`config.mk`:
```
export PLATFORM = sky130hd
export DESIGN_NAME = booth_mult_seq
export DESIGN_NICKNAME = d
export VERILOG_FILES = /design/src/rtl/booth_mult_seq.sv
export SDC_FILE = /design/constraint.sdc
export NUM_CORES = 1
export LEC_CHECK = 0
export ABC_AREA = 1
export CAP_MARGIN = 20
export CELL_PAD_IN_SITES_DETAIL_PLACEMENT = 1
export CELL_PAD_IN_SITES_GLOBAL_PLACEMENT = 1
export CORE_UTILIZATION = 37
export DETAILED_ROUTE_END_ITERATION = 12
export PLACE_DENSITY = 0.75
export SYNTH_ARGS = -nofsm -noshare
export SYNTH_HDL_FRONTEND = slang
export SYNTH_SLANG_ARGS = --single-unit
export TNS_END_PERCENT = 1
```
`constraint.sdc`:
```
create_clock -name clk -period 3.4 [get_ports clk]
set_input_delay 0.68 -clock clk [delete_from_list [all_inputs] [get_ports clk]]
set_output_delay 0.68 -clock clk [all_outputs]
set_load 0.05 [all_outputs]
```
`src/rtl/booth_mult_seq.sv`:
```
// Iterative radix-4 Booth multiplier: retires one Booth digit per clock into a 2N-bit accumulator.
// Signed/unsigned mode is chosen per operation; operands use valid/ready handshakes in and out.
//
// state | meaning
// IDLE  | waiting for an operand pair; in_ready high
// CALC  | retiring Booth digits j = 0 .. N/2, one per clock
// DONE  | product valid on Mul, held until out_ready
module booth_mult_seq #(
    parameter int N = 8
) (
    input  logic           clk,
    input  logic           rst,
    input  logic           in_valid,
    output logic           in_ready,
    input  logic           signed_mode,
    input  logic [N-1:0]   A,
    input  logic [N-1:0]   in2,
    output logic           out_valid,
    input  logic           out_ready,
    output logic [2*N-1:0] Mul
);
    localparam int JW = $clog2(N / 2 + 1);
    localparam logic [JW-1:0] LAST_J = JW'(N / 2);

    typedef enum logic [1:0] {IDLE, CALC, DONE} state_t;

    state_t         state, state_nxt;
    logic [2*N-1:0] a_ext, acc, pp, acc_nxt;
    logic [N+2:0]   b_ext;
    logic [JW-1:0]  j;
    logic [2:0]     trip;
    logic           accept, last_digit;

    always_comb begin
        in_ready   = (state == IDLE) && !rst;
        accept     = in_valid && in_ready;
        last_digit = (j == LAST_J);
    end

    always_comb begin
        state_nxt = state;
        case (state)
            IDLE: if (accept) state_nxt = CALC;
            CALC: if (last_digit) state_nxt = DONE;
            DONE: if (out_ready) state_nxt = IDLE;
            default: state_nxt = IDLE;
        endcase
    end

    always_ff @(posedge clk) begin
        if (rst) state <= IDLE;
        else     state <= state_nxt;
    end

    // b_ext[k+1] holds Booth bit B[k], so the triplet for digit j sits at bits 2j+2..2j.
    always_comb begin
        trip = 3'(b_ext >> {j, 1'b0});
        pp   = '0;
        case (trip)
            3'd1, 3'd2: pp = a_ext;
            3'd3:       pp = a_ext << 1;
            3'd4:       pp = -(a_ext << 1);
            3'd5, 3'd6: pp = -a_ext;
            default:    pp = '0;
        endcase
        acc_nxt = acc + (pp << {j, 1'b0});
    end

    always_ff @(posedge clk) begin
        if (rst) begin
            a_ext     <= '0;
            b_ext     <= '0;
            acc       <= '0;
            j         <= '0;
            Mul       <= '0;
            out_valid <= 1'b0;
        end else begin
            case (state)
                IDLE: begin
                    if (accept) begin
                        a_ext <= signed_mode ? {{N{A[N-1]}}, A} : {{N{1'b0}}, A};
                        b_ext <= {(signed_mode ? {2{in2[N-1]}} : 2'b00), in2, 1'b0};
                        acc   <= '0;
                        j     <= '0;
                    end
                end
                CALC: begin
                    acc <= acc_nxt;
                    j   <= j + 1'b1;
                    if (last_digit) begin
                        Mul       <= acc_nxt;
                        out_valid <= 1'b1;
                    end
                end
                DONE: begin
                    if (out_ready) out_valid <= 1'b0;
                end
                default: ;
            endcase
        end
    end
endmodule
```
### Word level (Yosys, flattened, before mapping)

Cells that the tools add are included.

* $add $sub $neg: 4
* $mul: 0
* divide/modulo/power cells: 0
* magnitude comparators: 0
* equality and inequality tests: 12
* shifts and indexed selects: 2
* muxes and demuxes: 14
* bitwise gates (word level): 0
* reduce and logical (&&, ||, !) cells: 13

Operator list (count)
* $pmux W16 S4: 1
* $mux W16: 2
* $neg A16 Y16: 2
* $pmux W16 S2: 1
* $add A16 B16 Y16: 1
* $shl A16 B4 Y16: 1
* $eq A3 B3 Y1 const B: 4
* $shr A11 B4 Y3: 1
* $mux W2: 4
* $eq A3 B2 Y1 const B: 2
* $ne A2 B2 Y1 const B: 3
* $pmux W2 S3: 1
* $pmux W3 S2: 1
* $reduce_and A2 Y1: 3
* $reduce_and A3 Y1: 2
* $reduce_bool A2 Y1: 2
* $reduce_or A2 Y1: 2
* $add A3 B1 Y3 const B: 1
* $eq A3 B1 Y1 const B: 1
* $mux W3: 1
* $eq A2 B1 Y1 const B: 1
* $eq A2 B2 Y1 const B: 1
* $logic_and A1 B1 Y1: 2
* $logic_not A2 Y1: 1
* other kinds (3): 4

* register bits after elaboration: 64
* latch bits: 0
* bits in writable memories: 0
* memory bits (read-only): 0
* bits of input ports: 21
* memories: 0

### Longest topological paths before layout

Gate-level depths: netlist of the first run.

* word-level depth: 7
* mapped depth: 32
* gate-level depth less buffers: 32

### Worst setup path after synthesis of the first run

Ideal clock, no wire load.

* kind: register -> register
* from: register j[1]
* to: register Mul[15]
* arrival time: 3.336 ns
* slack: -0.049 ns
* stages on the path, launching flop included: 29
* path buffers: 0
* path through: dfxtp_1 -> inv_2 -> nand2_1 -> nor3_2 -> inv_2 -> nand2_4 -> nand2_4 -> nand2_4 -> nor2_2 -> o2bb2ai_1 -> nor2_1 -> nand2_1 -> o21ai_1 -> o21ai_1 -> and2_1 -> ha_1 -> a21oi_1 -> o21a_1 -> nand2_1 -> a21boi_1 -> o21ai_0 -> a21oi_1 -> nand2_1 -> nand2_1 -> inv_1 -> nand3_1 -> nand2_1 -> o21ai_1 -> inv_1

* longest elaborated chain between the ends: 6

Ends and longest elaborated chain
* start, declared: RTL line 30 `logic [JW-1:0] j;`
* start signal, assigned: RTL line 89 `j <= j + 1'b1;`
* $shr A11 B4 Y3: RTL line 57 `trip = 3'(b_ext >> {j, 1'b0});`
* $eq A3 B3 Y1 (tied with other cells): RTL line 59 `case (trip)`
* $reduce_or A2 Y1: RTL line 59
* $pmux W16 S4: RTL line 59
* $shl A16 B4 Y16: RTL line 66 `acc_nxt = acc + (pp << {j, 1'b0});`
* $add A16 B16 Y16: RTL line 66
* end signal, assigned: RTL line 91 `Mul <= acc_nxt;`
* end, declared: RTL line 20 `output logic [2*N-1:0] Mul`

Parallel ways exist; a longest one is shown, timed or not.
A chain may end at the register's enable or synchronous reset.

### Final worst setup path of the first run

* from: register j[1]
* to: register acc[15]

* longest elaborated chain between the ends: 7

Ends and longest elaborated chain
* $shr A11 B4 Y3: RTL line 57
* $eq A3 B3 Y1 (tied with other cells): RTL line 59
* $reduce_or A2 Y1: RTL line 59
* $pmux W16 S4: RTL line 59
* $shl A16 B4 Y16 (*): RTL line 66
* $add A16 B16 Y16 (*): RTL line 66
* $pmux W16 S2 (*): RTL line 78 `case (state)`
* end signal, assigned: RTL line 88 `acc <= acc_nxt;`
* end, declared: RTL line 28 `logic [2*N-1:0] a_ext, acc, pp, acc_nxt;`

Every way passes the cells marked *; elsewhere a longest branch is shown, timed or not.

==> impl_metrics.ini, run 1 <==
[global_route]
total_grt_overflow = 0
grt_first_pass_wirelength_mm = 22.5
grtUsageTotal_pct = 25.9
grt_max_degree = 47
grt_antenna_before_repair = 0
first_global_vias = 4563

[sta]
slew_headroom_pct = 59.1
slew_violations = 0
grt_setup_unrepaired = yes
timing_worst_slew_pin_value_ns = 0.610
period_needed_ns = 3.75
final.setup.worst_slack_ns = -0.354
summed_negative_setup_slack_over_all_endpoints_ns = -2.84
final_min_period_over_clock_period_pct = 110
worst_clock_skew_ns = 0.00810
clock.fmax_mhz = 266
setup_viol = 16
report.final.hold_viol_count = 0

[cts]
maximum_clock_insertion_buffer_count = 2
cts.htree.levels = 2
clk_latency_ns = 0.34
cts-buffers-inserted = 5
cts_num_sinks = 56
cts.root.buffer_cell = sky130_fd_sc_hd__clkbuf_8
path_clk_slew_ns = 0.12
cts_tree = yes

[synth]
netlist_top_cells_area = sky130_fd_sc_hd__dfxtp_1 29%, sky130_fd_sc_hd__nand2_1 14%, sky130_fd_sc_hd__a21oi_1 8.1%
synth_seq_area_share_pct = 28.8
cell_variety_after_synth = 51
synth_area_per_cell_um2 = 6.68
synth_ff_type = sky130_fd_sc_hd__dfxtp_1
synth.cell_area_um2 = 3890
post-synth-top-count-cell = sky130_fd_sc_hd__nand2_1
ys_warn_count = 0
synthArstFlopShare_pct = 0
synth_edf_count = 0
synthTopCellsByCount = 146 x sky130_fd_sc_hd__nand2_1, 63 x sky130_fd_sc_hd__a21oi_1, 56 x sky130_fd_sc_hd__dfxtp_1
post_synthesis_instance_total = 582
synthesis.nets = 622
synth_top_area_share_pct = 28.8
post-synth-top-area-cell = sky130_fd_sc_hd__dfxtp_1
synth.ff_latch_count = 56

[critical_path]
cell_type_with_the_highest_occurrence_count_on_the_critical_path = sky130_fd_sc_hd__nand2_1
worstSetupStartpointType = flop
critical-path-max-stage-delay_ns = 0.36
timing.critical_path.max_delay_family = simple AND/OR/NAND/NOR gates
timing.critical_path.slowest_stage_cell = sky130_fd_sc_hd__dfxtp_2
worst-path-max-fanout = 6
cp.arrival_ns = 4.02
cp-end-kind = flop
cp_data_required_time_ns = 3.67
criticalPathCategory = reg2reg
cp.buffers_inverters = 3

[layout]
diodes = 0
layout.filler_cells = 1288
final_cells = 838
final_layout_size_suffix_gt1_share_pct = 29.6
nets = 741
multiInputGateArea_um2 = 2760
final_design_area_no_fill_um2 = 5600
area_delta_synth_final_pct = 44.0
register_area_um2 = 1130

[power]
peakVddDrop_uv = 186
power_density_nw_per_um2 = 317
leakage_power_summed_over_all_cells_nw = 2.46
total_power_w = 0.00177

[outcome]
failed_checks = negative setup slack
status = finished, violations left

[routing]
drt_iter0_markers = 183
drt-wirelength-per-cell_um = 17.2
drt_drc_violations_left = 0
detailedRoute.firstPassIterationCount = 4
route.antenna.remaining_nets = 0
viasPerCell = 5.34
vias = 4479
postRouteWirelength_mm = 14.4

[floorplanning]
floorplan.initialDensity_pct = 38.0
row_cnt = 37
ios = 39
dieHeight_um = 104
core_area_um2 = 10200
die_area_um2 = 10900
die-width_um = 104

[place]
io_buf_count = 38
dp_cells = 812
gp_congestion = 0.876
post-dp-hpwl_mm = 9.96
post_dp_cell_area_um2 = 4960

[run]
max_cap_viol_count = 0

[min_path]
hold_path.class = reg2reg
-- report_power, final --
part,internal [W],total [W],switching [W]
Clock,0.000172,0.000431,0.000259
Combinational,0.000280,0.000647,0.000367
Sequential,0.000677,0.000696,0.0000192
-- tightest hold or removal path: cells and delay by family, from the launching register on --
kind | cells | cell delay [ns]
AOI/OAI and AO/OA | 1 | 0.05
and+or+nand+nor | 1 | 0.06
DFF | 1 | 0.33
-- layout make-up --
cell class,count,share of cell area [%]
multi-input combinational,439,49.4
timing repair buffer,137,21.1
sequential,56,20.1
inverter,62,4.54
tap,136,3.04
clock buffer,6,1.48
clock inverter,2,0.313
-- metal layers --
metal  global-route usage, %  vias to the layer above  wire [um]
met5                       0                        -          0
met4                    7.04                        0        357
met3                    3.32                       30        515
met2                    44.9                       88       7030
met1                    33.5                     2190       6520
li1                        -                     2171          -
-- repair_timing --
action                                  in CTS  in global routing
hold buffers                                 0                  0
gates resized for setup                     37                 55
setup buffers                               11                  7
pin swaps                                   20                 32
endpoints found under the setup margin      22                 26
-- layout by cell type, fill, tap and decap left out, types with 18 or more instances in the layout --
master	count
sky130_fd_sc_hd__nand2_1	138
sky130_fd_sc_hd__buf_4	93
sky130_fd_sc_hd__o21ai_0	18
sky130_fd_sc_hd__nand3_1	36
sky130_fd_sc_hd__nor2_1	29
sky130_fd_sc_hd__a21oi_1	58
sky130_fd_sc_hd__inv_1	51
sky130_fd_sc_hd__clkdlybuf4s50_1	37
sky130_fd_sc_hd__dfxtp_1	54
sky130_fd_sc_hd__nand4_1	24
-- state kept, by name, indices dropped and copies added (netlist names) --
register,flops
Mul,16
acc,16
out_valid,1
b_ext,9
j,3
state,2
a_ext,9
-- stage by stage --
step / util [%] / hold WS, ns / worst slack (ns)
6_report: 54.7 / 0.474 / -0.354
5_1_grt: 54.7 / 0.501 / -0.633
4_1_cts: 51.9 / 0.480 / -0.348
3_5_place_dp: 48.5 / 0.463 / -0.475
3_3_place_gp: 48.5 / 0.452 / -0.340
2_1_floorplan: - / 0.444 / 0.0433
-- cell families (layout without fill, tap and decap cells) --
logic type,after synthesis,in the layout,synth area share (%)
AND/OR/NAND/NOR,285,285,34.8
AO/OA/AOI/OAI,122,122,17.3
flip-flops,56,56,28.8
buffers and inverters,87,207,9.85
adder cells (fa/ha/maj),19,19,6.31
XOR/XNOR,13,13,2.93
-- path summary, 6_finish.rpt --
path	to	cells past startpoint	slack (ns)	start
hold reg to reg	out_valid	2	0.47	out_valid
setup / recovery	acc[15]	31	-0.35	j[1]
setup reg to reg	acc[15]	31	-0.35	j[1]
hold / removal	out_valid	2	0.47	out_valid
No activity file was read; power rests on OpenSTA's default activity.
==> run 2: changes to the inputs <==
--- a/config.mk
+++ b/config.mk
@@ -9,9 +9,10 @@
 export CAP_MARGIN = 20
 export CELL_PAD_IN_SITES_DETAIL_PLACEMENT = 1
 export CELL_PAD_IN_SITES_GLOBAL_PLACEMENT = 1
-export CORE_UTILIZATION = 37
+export CORE_UTILIZATION = 38
+export CTS_BUF_LIST = sky130_fd_sc_hd__clkbuf_8
 export DETAILED_ROUTE_END_ITERATION = 12
-export PLACE_DENSITY = 0.75
+export PLACE_DENSITY = 0.77
 export SYNTH_ARGS = -nofsm -noshare
 export SYNTH_HDL_FRONTEND = slang
 export SYNTH_SLANG_ARGS = --single-unit
==> run 2 against run 1 <==
The flow still finishes with violations (negative setup slack). Design area decreased by 0.94%. First-iteration DRC count decreased by 2.2%. Cell count decreased by 0.36%. Critical path depth decreased by 6. Critical endpoint is now acc[14]. Largest power group unchanged.
==> impl_metrics.ini, run 2 (synthesis gave the netlist of run 1 again) <==
[critical_path]
cp-end-kind = flop
criticalPathCategory = reg2reg
worstReg2RegEnd = acc[14]
reg2reg_setup_slack_ns = -0.31
reg2reg_from = j[0]
cp_data_required_time_ns = 3.66
worstSetupStartpointType = flop
cp.arrival_ns = 3.97
worst-path-max-fanout = 7
cells_on_worst_reg2reg_path = 25

[routing]
vias = 4445
viasPerCell = 5.32
drt_iter0_markers = 179
detailedRoute.firstPassIterationCount = 4
drt-wirelength-per-cell_um = 17.2
route.antenna.remaining_nets = 0
postRouteWirelength_mm = 14.3
drt_drc_violations_left = 0

[floorplanning]
floorplan.initialDensity_pct = 39.4
ios = 39
die_area_um2 = 10600
row_cnt = 36
core_area_um2 = 9860
dieHeight_um = 103
die-width_um = 103

[layout]
final_layout_size_suffix_gt1_share_pct = 30.5
nets = 741
layout_commonest_cell = sky130_fd_sc_hd__nand2_1
diodes = 0
largestRegisters = Mul: 16 flops, acc: 16 flops
final_design_area_no_fill_um2 = 5540
area_delta_synth_final_pct = 42.6
commonest_cells_after_routing_fill_and_taps_aside = 139 x sky130_fd_sc_hd__nand2_1, 96 x sky130_fd_sc_hd__buf_4, 54 x sky130_fd_sc_hd__dfxtp_1
final_cells = 835

[cts]
cts.root.buffer_cell = sky130_fd_sc_hd__clkbuf_8
maximum_clock_insertion_buffer_count = 2
cts-buffers-inserted = 5
clk_latency_ns = 0.35
cts_tree = yes
path_clk_slew_ns = 0.11
cts-hold-fix-buffers = 0
cts.htree.levels = 2
cts_num_sinks = 56

[place]
dp_cells = 813
post_placement_setup_slack_ns = -0.527
gp_congestion = 0.944
post_dp_cell_area_um2 = 4950
io_buf_count = 38
post-dp-hpwl_mm = 10.3

[sta]
final_min_period_over_clock_period_pct = 109
slew_headroom_pct = 60.2
final.setup.worst_slack_ns = -0.312
slew_violations = 0
worst_clock_skew_ns = 0.0282
clock.fmax_mhz = 269
grt_setup_unrepaired = yes
setup_viol = 14
report.final.hold_viol_count = 0
period_needed_ns = 3.71
timing_worst_slew_pin_value_ns = 0.593

[min_path]
worstHoldStart = Mul[2]
timing.hold.worst_path_depth = 2
hold_path.class = reg2reg
min_to = Mul[2]

[outcome]
failed_checks = negative setup slack
status = finished, violations left

[power]
power_density_nw_per_um2 = 323
peakVddDrop_uv = 232
leakage_power_summed_over_all_cells_nw = 2.45

[global_route]
grtUsageTotal_pct = 27.2
grt_first_pass_wirelength_mm = 22.3
total_grt_overflow = 0
first_global_vias = 4529
grt_max_degree = 47
grt_antenna_before_repair = 0

[run]
max_cap_viol_count = 0
==> run 2: cell count changes in the layout (fill, tap and decap cells not counted), moves of 3 or more <==
cell / delta
sky130_fd_sc_hd__a21oi_1: -7
sky130_fd_sc_hd__a21oi_2: +8
sky130_fd_sc_hd__buf_12: -3
sky130_fd_sc_hd__buf_4: +3
sky130_fd_sc_hd__nand2_4: +3
sky130_fd_sc_hd__nand3_2: -3
sky130_fd_sc_hd__o21ai_2: +4
==> run 2: layout make-up <==
class                           instances  area, um2
Sequential cell                        56       1130
Multi-Input combinational cell        439       2740
Clock inverter                          3       33.8
Clock buffer                            5       68.8
Timing Repair Buffer                  137       1140
Inverter                               62        259
Tap cell                              133        166
Fill cell                            1259       4320
==> run 2: routing by layer <==
metal	vias up	global-route usage (%)	part of all wire [%]
met3	15	3.39	4.2
met5	-	0	0
met1	2165	37.2	46
met4	0	6.50	1.2
met2	89	45.6	48
li1	2176	-	-
==> run 2: how the worst max path moves through the flow <==
stage	depth (start not counted)	to	slack, ns	start
floorplan	28	Mul[15]	0.04	j[1]
global placement	29	Mul[15]	-0.46	j[0]
detailed placement	30	Mul[15]	-0.53	j[0]
CTS	30	acc[15]	-0.27	j[0]
global route	26	acc[14]	-0.52	j[0]
finish	25	acc[14]	-0.31	j[0]
==> run 2: report_power, final <==
group          leakage (nW)  internal, W  switching, W  total, W
Clock                0.0515     0.000156      0.000271  0.000427
Combinational          1.94     0.000292      0.000379  0.000671
Sequential            0.456     0.000676     0.0000160  0.000692
Total                  2.45      0.00112      0.000666   0.00179
==> run 2: through the flow <==
step / total power [W] / hold WS (ns) / TNS (ns) / util [%]
global route: 0.00188 / 0.492 / -6.57 / 56.2
detailed placement: 0.00125 / 0.456 / -6.31 / 50.2
floorplan: 0.00101 / 0.444 / 0 / -
finish: 0.00179 / 0.481 / -2.67 / 56.2
CTS: 0.00173 / 0.482 / -2.25 / 53.7
global placement: 0.00124 / 0.452 / -4.58 / 50.2
==> run 2: timing repair <==
action,in CTS,in global routing
resized for setup,48,51
buffers inserted,8,6
endpoints found under the setup margin,22,23
pin swaps,24,25
endpoints found under the hold margin,0,0
==> run 2: critical path: stages (launching register included) <==
cell                        delay [ns]
sky130_fd_sc_hd__dfxtp_4          0.39
sky130_fd_sc_hd__buf_6            0.13
sky130_fd_sc_hd__nor2_1           0.05
sky130_fd_sc_hd__nor3_2           0.22
sky130_fd_sc_hd__inv_2            0.07
sky130_fd_sc_hd__nand2_4          0.12
sky130_fd_sc_hd__nor2_4           0.07
sky130_fd_sc_hd__buf_4            0.14
sky130_fd_sc_hd__buf_4            0.13
sky130_fd_sc_hd__nand3_1          0.10
sky130_fd_sc_hd__nand3_1          0.10
sky130_fd_sc_hd__o21ai_2          0.19
sky130_fd_sc_hd__nand2_1          0.08
sky130_fd_sc_hd__nand3_1          0.10
sky130_fd_sc_hd__o21ai_2          0.09
sky130_fd_sc_hd__ha_1             0.31
sky130_fd_sc_hd__buf_4            0.15
sky130_fd_sc_hd__a21oi_1          0.21
sky130_fd_sc_hd__o2111ai_2        0.19
sky130_fd_sc_hd__nand2_1          0.12
sky130_fd_sc_hd__inv_2            0.06
sky130_fd_sc_hd__o21ai_2          0.13
sky130_fd_sc_hd__nand2_2          0.08
sky130_fd_sc_hd__xor2_2           0.19
sky130_fd_sc_hd__nand2_1          0.07
sky130_fd_sc_hd__a21oi_1          0.15
